### config.mk
export PLATFORM = sky130hd
export DESIGN_NAME = decode_stage
export DESIGN_NICKNAME = d
export VERILOG_FILES = /design/src/rtl/decode_stage.sv
export SDC_FILE = /design/constraint.sdc
export NUM_CORES = 2
export LEC_CHECK = 0
export ABC_AREA = 1
export CAP_MARGIN = 30
export CORE_MARGIN = 3
export CORE_UTILIZATION = 53
export DETAILED_ROUTE_END_ITERATION = 16
export GPL_ROUTABILITY_DRIVEN = 0
export PLACE_DENSITY = 0.72
export REMOVE_ABC_BUFFERS = 1
export SLEW_MARGIN = 20
export SYNTH_ARGS = -nofsm -noshare
export SYNTH_HDL_FRONTEND = slang
export SYNTH_SLANG_ARGS = --single-unit
### constraint.sdc
create_clock -name clk -period 48.6 [get_ports clk]
set_input_delay 9.72 -clock clk [delete_from_list [all_inputs] [get_ports clk]]
set_output_delay 9.72 -clock clk [all_outputs]
set_load 0.02 [all_outputs]
### src/rtl/decode_stage.sv
// ID stage of the RV32I pipeline: control decode, immediate extension, register file, ID/EX register.
// RF_BYPASS_EN: write RF on rising edge with a read bypass; otherwise write on the falling edge.
module decode_stage #(
  parameter int XLEN  = 32,
  parameter int NREGS = 32
) (
  input  logic            clk,
  input  logic            rst,
  input  logic            FlushE,
  input  logic [31:0]     InstrD,
  input  logic [XLEN-1:0] PCD,
  input  logic [XLEN-1:0] PCPlus4D,
  input  logic            RegWriteW,
  input  logic [4:0]      RdW,
  input  logic [XLEN-1:0] ResultW,
  output logic [4:0]      Rs1D,
  output logic [4:0]      Rs2D,
  output logic            RegWriteE,
  output logic [1:0]      ResultSrcE,
  output logic            MemWriteE,
  output logic            JumpE,
  output logic            BranchE,
  output logic [2:0]      ALUControlE,
  output logic            ALUSrcE,
  output logic [XLEN-1:0] RD1E,
  output logic [XLEN-1:0] RD2E,
  output logic [XLEN-1:0] ImmExtE,
  output logic [XLEN-1:0] PCE,
  output logic [XLEN-1:0] PCPlus4E,
  output logic [4:0]      Rs1E,
  output logic [4:0]      Rs2E,
  output logic [4:0]      RdE
);

  typedef struct packed {
    logic            reg_write;
    logic [1:0]      result_src;
    logic            mem_write;
    logic            jump;
    logic            branch;
    logic [2:0]      alu_ctrl;
    logic            alu_src;
    logic [XLEN-1:0] rd1;
    logic [XLEN-1:0] rd2;
    logic [XLEN-1:0] imm;
    logic [XLEN-1:0] pc;
    logic [XLEN-1:0] pc4;
    logic [4:0]      rs1;
    logic [4:0]      rs2;
    logic [4:0]      rd;
  } id_ex_t;

  logic [6:0] op;
  logic [2:0] f3;
  logic       f7b5;

  assign op   = InstrD[6:0];
  assign f3   = InstrD[14:12];
  assign f7b5 = InstrD[30];
  assign Rs1D = InstrD[19:15];
  assign Rs2D = InstrD[24:20];

  logic       reg_write, mem_write, jump, branch, alu_src;
  logic [1:0] result_src, imm_src, alu_op;
  logic [2:0] alu_ctrl;

  always_comb begin
    reg_write  = 1'b0;
    mem_write  = 1'b0;
    jump       = 1'b0;
    branch     = 1'b0;
    alu_src    = 1'b0;
    result_src = 2'b00;
    imm_src    = 2'b00;
    alu_op     = 2'b00;
    unique case (1'b1)
      op == 7'b0000011: begin
        reg_write  = 1'b1;
        alu_src    = 1'b1;
        result_src = 2'b01;
      end
      op == 7'b0100011: begin
        mem_write = 1'b1;
        imm_src   = 2'b01;
        alu_src   = 1'b1;
      end
      op == 7'b0110011: begin
        reg_write = 1'b1;
        alu_op    = 2'b10;
      end
      op == 7'b0010011: begin
        reg_write = 1'b1;
        alu_src   = 1'b1;
        alu_op    = 2'b10;
      end
      op == 7'b1100011: begin
        branch  = 1'b1;
        imm_src = 2'b10;
        alu_op  = 2'b01;
      end
      op == 7'b1101111: begin
        reg_write  = 1'b1;
        jump       = 1'b1;
        imm_src    = 2'b11;
        result_src = 2'b10;
      end
      default: ;
    endcase
  end

  always_comb begin
    alu_ctrl = 3'b000;
    unique case (alu_op)
      2'b01:   alu_ctrl = 3'b001;
      2'b10: begin
        unique case (f3)
          3'b000:  alu_ctrl = (op[5] & f7b5) ? 3'b001 : 3'b000;
          3'b010:  alu_ctrl = 3'b101;
          3'b110:  alu_ctrl = 3'b011;
          3'b111:  alu_ctrl = 3'b010;
          default: alu_ctrl = 3'b000;
        endcase
      end
      default: alu_ctrl = 3'b000;
    endcase
  end

  logic [XLEN-1:0] imm;

  always_comb begin
    unique case (imm_src)
      2'b00: imm = {{20{InstrD[31]}}, InstrD[31:20]};
      2'b01: imm = {{20{InstrD[31]}}, InstrD[31:25],
                    InstrD[11:7]};
      2'b10: imm = {{19{InstrD[31]}}, InstrD[31], InstrD[7],
                    InstrD[30:25], InstrD[11:8], 1'b0};
      default: imm = {{11{InstrD[31]}}, InstrD[31],
                      InstrD[19:12], InstrD[20],
                      InstrD[30:21], 1'b0};
    endcase
  end

  logic [XLEN-1:0] rf [NREGS];
  logic [XLEN-1:0] rd1, rd2;

`ifdef RF_BYPASS_EN
  always_ff @(posedge clk or posedge rst) begin
    if (rst) begin
      for (int i = 0; i < NREGS; i++) rf[i] <= '0;
    end else if (RegWriteW && RdW != '0) begin
      rf[RdW] <= ResultW;
    end
  end
`else
  // Falling-edge write lets the same cycle's read see the new value.
  always_ff @(negedge clk or posedge rst) begin
    if (rst) begin
      for (int i = 0; i < NREGS; i++) rf[i] <= '0;
    end else if (RegWriteW && RdW != '0) begin
      rf[RdW] <= ResultW;
    end
  end
`endif

  always_comb begin
    rd1 = (Rs1D == '0) ? '0 : rf[Rs1D];
    rd2 = (Rs2D == '0) ? '0 : rf[Rs2D];
`ifdef RF_BYPASS_EN
    if (RegWriteW && RdW != '0 && RdW == Rs1D) rd1 = ResultW;
    if (RegWriteW && RdW != '0 && RdW == Rs2D) rd2 = ResultW;
`endif
  end

  id_ex_t idex_d, idex_q;

  always_comb begin
    idex_d.reg_write  = reg_write;
    idex_d.result_src = result_src;
    idex_d.mem_write  = mem_write;
    idex_d.jump       = jump;
    idex_d.branch     = branch;
    idex_d.alu_ctrl   = alu_ctrl;
    idex_d.alu_src    = alu_src;
    idex_d.rd1        = rd1;
    idex_d.rd2        = rd2;
    idex_d.imm        = imm;
    idex_d.pc         = PCD;
    idex_d.pc4        = PCPlus4D;
    idex_d.rs1        = Rs1D;
    idex_d.rs2        = Rs2D;
    idex_d.rd         = InstrD[11:7];
  end

  always_ff @(posedge clk or posedge rst) begin
    if (rst)         idex_q <= '0;
    else if (FlushE) idex_q <= '0;
    else             idex_q <= idex_d;
  end

  assign RegWriteE   = idex_q.reg_write;
  assign ResultSrcE  = idex_q.result_src;
  assign MemWriteE   = idex_q.mem_write;
  assign JumpE       = idex_q.jump;
  assign BranchE     = idex_q.branch;
  assign ALUControlE = idex_q.alu_ctrl;
  assign ALUSrcE     = idex_q.alu_src;
  assign RD1E        = idex_q.rd1;
  assign RD2E        = idex_q.rd2;
  assign ImmExtE     = idex_q.imm;
  assign PCE         = idex_q.pc;
  assign PCPlus4E    = idex_q.pc4;
  assign Rs1E        = idex_q.rs1;
  assign Rs2E        = idex_q.rs2;
  assign RdE         = idex_q.rd;

endmodule

# [Word level (Yosys, flattened, before mapping)]
# Index checks and enable logic that the tools add are counted.
# W data, S select, Z words.
[totals] romBits=0 wordCells=102 mem_bits_rw=0 mem_count=0 output_inout_bits=195 regBits=1209 latchBits=0
[classes] reduce_logical=10 bitwise=4 n_eq_ne=13 muxes=24 magnitude_cmp=4 n_addsub=0 multipliers=0 div=0 n_shift=0
[ops] op="$bwmux W1024" count=1
[ops] op="$bmux W32 S5" count=2
[ops] op="$mux W32" count=7
[ops] op="$mux W185" count=1
[ops] op="$demux W32 S5" count=1
[ops] op="$pmux W20 S3" count=1
[ops] op="$ge A6 B6 Y1 const B" count=3
[ops] op="$not A5 Y6" count=3
[ops] op="$eq A7 B6 Y1 const B" count=2
[ops] op="$eq A7 B7 Y1 const B" count=2
[ops] op="$pmux W3 S4" count=1
[ops] op="$logic_not A5 Y1" count=2
[ops] op="$pmux W2 S2" count=2
[ops] op="$eq A7 B2 Y1 const B" count=1
[ops] op="$eq A7 B5 Y1 const B" count=1
[ops] op="$eq A3 B3 Y1 const B" count=2
[ops] op="$lt A6 B1 Y1 const B" count=1
[ops] op="$mux W1" count=6
[ops] op="$pmux W2 S3" count=1
[ops] op="$pmux W3 S2" count=1
[ops] op="$reduce_bool A5 Y1" count=1
[ops] op="$eq A2 B1 Y1 const B" count=2
[ops] op="$eq A2 B2 Y1 const B" count=2
[ops] op="$reduce_or A4 Y1" count=1
[ops] op="7 further kinds" count=8

# [Longest topological paths before layout]
[logic_depth] ltp_word=6 depth_mapped=12 depth_no_buf=9

==> tab_implementation.tex <==
\begin{tabular}{lr}
\hline
Metric & Value \\
\hline
\multicolumn{2}{l}{\textbf{Detailed routing}} \\
WL per Instance & 21.8 um \\
Pre-antenna DRT Iters & 8 \\
Number of vias after detailed routing & 62.7k \\
Via-per-instance ratio & 6.00 \\
Number of DRC markers in iteration 0 & 9,270 \\
Post-route DRC & 0 \\
Routed WL & 227,000 um \\
Remaining antenna violation count & 0 \\
\multicolumn{2}{l}{\textbf{Clock network}} \\
Insertion delay of the later-clocked pin in the worst-skew pair & 0.76 ns \\
Number of buffers on the longest clock path & 3 \\
Clock buffers created by TritonCTS & 138 \\
Clock tree from TritonCTS & built \\
Root buffer selected by CTS & clkbuf\_16 \\
Clock-pin slew of the registers on the worst-case setup and hold paths & around 0.040 ns \\
Maximum level of the CTS H-tree & 4 \\
Resized Gates After CTS & 0 \\
Count of hold buffers inserted by post-cts repair & 0 \\
Clk sinks & 1,197 \\
Post-CTS repair timing setup buffer count & 0 \\
\multicolumn{2}{l}{\textbf{Power}} \\
Leakage & 34.8 nW \\
Worst ir drop on vdd & 34.6 uV \\
Power Density & $\sim$40 mW/mm2 \\
Fraction of power consumed by the clock network & 0.365 \\
Switching part of the total & 0.308 \\
Flop pwr share & 0.448 \\
Total power after layout & between 2 and 3 mW \\
Internal cell power & 2.01 mW \\
Switching component of the power & between 0.8 and 0.9 mW \\
Combinational group share of total power & 0.187 \\
\multicolumn{2}{l}{\textbf{Worst setup path}} \\
Critical-path top delay cell & nor2\_4 \\
Kind of launch point of the worst setup path & input port \\
Crit Path Class & input port to register \\
Data required, critical path & 24.79 ns \\
Cell Chain, Critical Path & clkdlybuf4s50\_1 -> inv\_1 -> nor3\_1 -> inv\_1 -> nor2\_4 -> buf\_4 -> o21ai\_0 \\
Critical path endpoint category & register \\
CP arrival & 13.05 ns \\
Delay of the slowest critical-path stage & 0.77 ns \\
Most used cell, CP & inv\_1 \\
CP Buf/Inv Count & 4 \\
Delay-heaviest family, CP & buffers and inverters \\
Max Fanout on Critical Path & 38 \\
\multicolumn{2}{l}{\textbf{Final layout}} \\
Fraction of final layout cells with drive strength greater than 1 & 0.0448 \\
Non-filler cells, final & roughly 10k \\
Fin nets & 8,941 \\
Area added between synthesis and finish & 13.9\% \\
\multicolumn{2}{l}{\textbf{Yosys}} \\
Unique masters post-synth & 27 \\
Number of synthesized flops with an enable pin & 0 \\
Prevailing post-synth register cell & dfrtn\_1 \\
Combined area of all synthesized cells & approximately 0.063 mm2 \\
Gate Count Post-Synth & 8,978 \\
Top cells by instance count after synthesis & 3,313 x nand2\_1, 1,388 x nand3\_1, 1,092 x o21ai\_0 \\
Synthesized area divided by synthesized cell count & between 7 and 8 um2 \\
Most repeated cell in the gate-level netlist after synthesis & nand2\_1 \\
Register area share after synthesis & 0.476 \\
Portion of synthesized cell area occupied by the leading cell type & 0.407 \\
Warnings from Yosys & 0 \\
Proportion of synthesized flip-flops having asynchronous set or reset & 1.00 \\
Register bit count reported by yosys & 1,197 \\
Top area cells in the synthesized netlist & dfrtn\_1 41\%, nand2\_1 20\%, nand3\_1 11\% \\
Post-synthesis cell type with the largest combined area & dfrtn\_1 \\
\multicolumn{2}{l}{\textbf{Hold path}} \\
Type of the worst min-delay path & register to register \\
\multicolumn{2}{l}{\textbf{Timing}} \\
Pins over their slew limit & 0 \\
Transition at the pin with the smallest max-transition slack & about 1.1 ns \\
Sum of negative setup slack & 0 ns \\
Final number of setup-violating endpoints & 0 \\
Final worst setup slack & 11.74 ns \\
Slew HR & 0.242 \\
Worst hold slack across all endpoints & 0.330 ns \\
Setup repair after global routing missed its margin & false \\
Final hold vios & 0 \\
Final worst clock skew & approximately 0.077 ns \\
\multicolumn{2}{l}{\textbf{GRT}} \\
Number of antenna violations at the first check in global routing & 2 \\
Maximum number of pins on one net before global-route repair & 193 \\
Via count of the first global-routing pass & about 58k \\
Global route total overflow & 0 \\
Wire length of the first global-routing pass & 345,000 um \\
GRT Util Overall & 0.363 \\
\multicolumn{2}{l}{\textbf{Outcome}} \\
Result of the run & finished, final reports clean \\
\multicolumn{2}{l}{\textbf{Floorplanning}} \\
Initial Util & 0.538 \\
Number of top-level pins & 332 \\
Area of the placeable core & 0.117 mm2 \\
Standard-cell rows & 125 \\
Die Outline Area & 0.123 mm2 \\
Chip width & 351 um \\
Vertical die dimension & 351 um \\
\multicolumn{2}{l}{\textbf{Flow run}} \\
Number of maximum-capacitance violations & 0 \\
\multicolumn{2}{l}{\textbf{Placement}} \\
I/O Buffers & 331 \\
Detailed placer's ending HPWL & 120,000 um \\
Setup slack at placement & 10.89 ns \\
Placed insts & 10.2k \\
\hline
\end{tabular}
==> cell usage in the layout (no fill, tap or decap), types with 3 or more instances in the layout <==
| cell | synthesis | routed |
|---|---|---|
| buf_12 | 0 | 16 |
| nor2_1 | 389 | 388 |
| clkinv_1 | 5 | 5 |
| nor3_1 | 15 | 12 |
| inv_2 | 6 | 4 |
| buf_2 | 77 | 4 |
| o21ai_0 | 1092 | 1092 |
| nand3_1 | 1388 | 1388 |
| nand2_4 | 0 | 26 |
| clkbuf_8 | 0 | 31 |
| diode_2 | 0 | 3 |
| dfrtn_1 | 1024 | 1024 |
| buf_8 | 0 | 5 |
| nor3_2 | 2 | 4 |
| buf_4 | 22 | 74 |
| clkinvlp_4 | 0 | 5 |
| nand4_1 | 3 | 3 |
| inv_6 | 0 | 8 |
| bufinv_16 | 0 | 6 |
| o22ai_1 | 13 | 13 |
| a21oi_1 | 220 | 220 |
| nand2_1 | 3313 | 3295 |
| inv_8 | 0 | 5 |
| buf_16 | 0 | 29 |
| inv_1 | 547 | 541 |
| nor2_4 | 4 | 4 |
| clkbuf_1 | 594 | 29 |
| dfrtp_1 | 173 | 173 |
| clkinv_2 | 0 | 20 |
| clkdlybuf4s50_1 | 0 | 320 |
| o211ai_1 | 3 | 3 |
| clkbuf_16 | 0 | 146 |
| inv_4 | 0 | 4 |
==> cell families after synthesis <==
logic type | after synthesis | share of synthesized area
buffers and inverters | 1324 | 0.0818
adders and majority gates | 2 | 0.000398
and+or+nand+nor | 5125 | 0.335
DFF | 1197 | 0.476
AOI/OAI and AO/OA | 1330 | 0.106
==> worst reg2reg max path, delay by kind of cell (launching register included) <==
family                 cells  cell delay [ns]
AO/OA/AOI/OAI              1             0.17
buffers and inverters      1             0.06
flip-flops                 1             0.42
AND/OR/NAND/NOR            6             0.83
==> stage by stage <==
step	area [um2]	utilization
2_1_floorplan	59900	-
3_3_place_gp	66000	0.564
3_5_place_dp	66700	0.570
4_1_cts	71300	0.609
5_1_grt	71600	0.612
6_report	71600	0.612
==> cell type report <==
| class | instances | area, um2 |
|---|---|---|
| Antenna cell | 3 | 7.51 |
| Clock buffer | 206 | 4190 |
| Clock inverter | 42 | 419 |
| Fill cell | 10472 | 45400 |
| Inverter | 558 | 2150 |
| Multi-Input combinational cell | 6457 | 28000 |
| Sequential cell | 1197 | 30000 |
| Tap cell | 1524 | 1910 |
| Timing Repair Buffer | 450 | 4990 |
==> path summary, 6_finish.rpt <==
check / slack [ns] / start / depth (start not counted) / endpoint
setup / recovery: 11.74 / RdW[3] / 7 / rf[583]
hold / removal: 0.33 / rf[1010] / 0 / rf[1010]
setup reg to reg: 22.71 / rf[419] / 8 / RD1E[3]
hold reg to reg: 0.33 / rf[1010] / 0 / rf[1010]
max in group asynchronous: 11.97 / rst / 7 / rf[972]
min in group asynchronous: 9.54 / rst / 2 / RD2E[29]
==> metal layers <==
layer | track usage | share of wire | vias to the layer above
li1 | - | - | 28280
met1 | 0.500 | 0.39 | 29361
met2 | 0.544 | 0.43 | 4224
met3 | 0.0770 | 0.13 | 807
met4 | 0.182 | 0.053 | 0
met5 | 0 | 0 | -
==> flip-flops by register name, indices dropped and copies added, names as in the netlist <==
name         flops
MemWriteE        1
RD2E            32
PCE             32
RegWriteE        1
RdE              5
ImmExtE         21
JumpE            1
PCPlus4E        32
ALUControlE      3
BranchE          1
Rs2E             5
rf            1024
ALUSrcE          1
RD1E            32
Rs1E             5
ResultSrcE       1
==> power groups by stage <==
| stage | registers (mW) | clock network, mW | logic [mW] |
|---|---|---|---|
| finish | 1.30 | 1.06 | 0.543 |
| global route | 1.32 | 1.11 | 0.619 |
| CTS | 1.30 | 1.07 | 0.534 |
| detailed placement | 1.31 | 0 | 0.531 |
| global placement | 1.30 | 0 | 0.511 |
| floorplan | 1.30 | 0 | 0.359 |
Power figures use the tool's default switching activity.
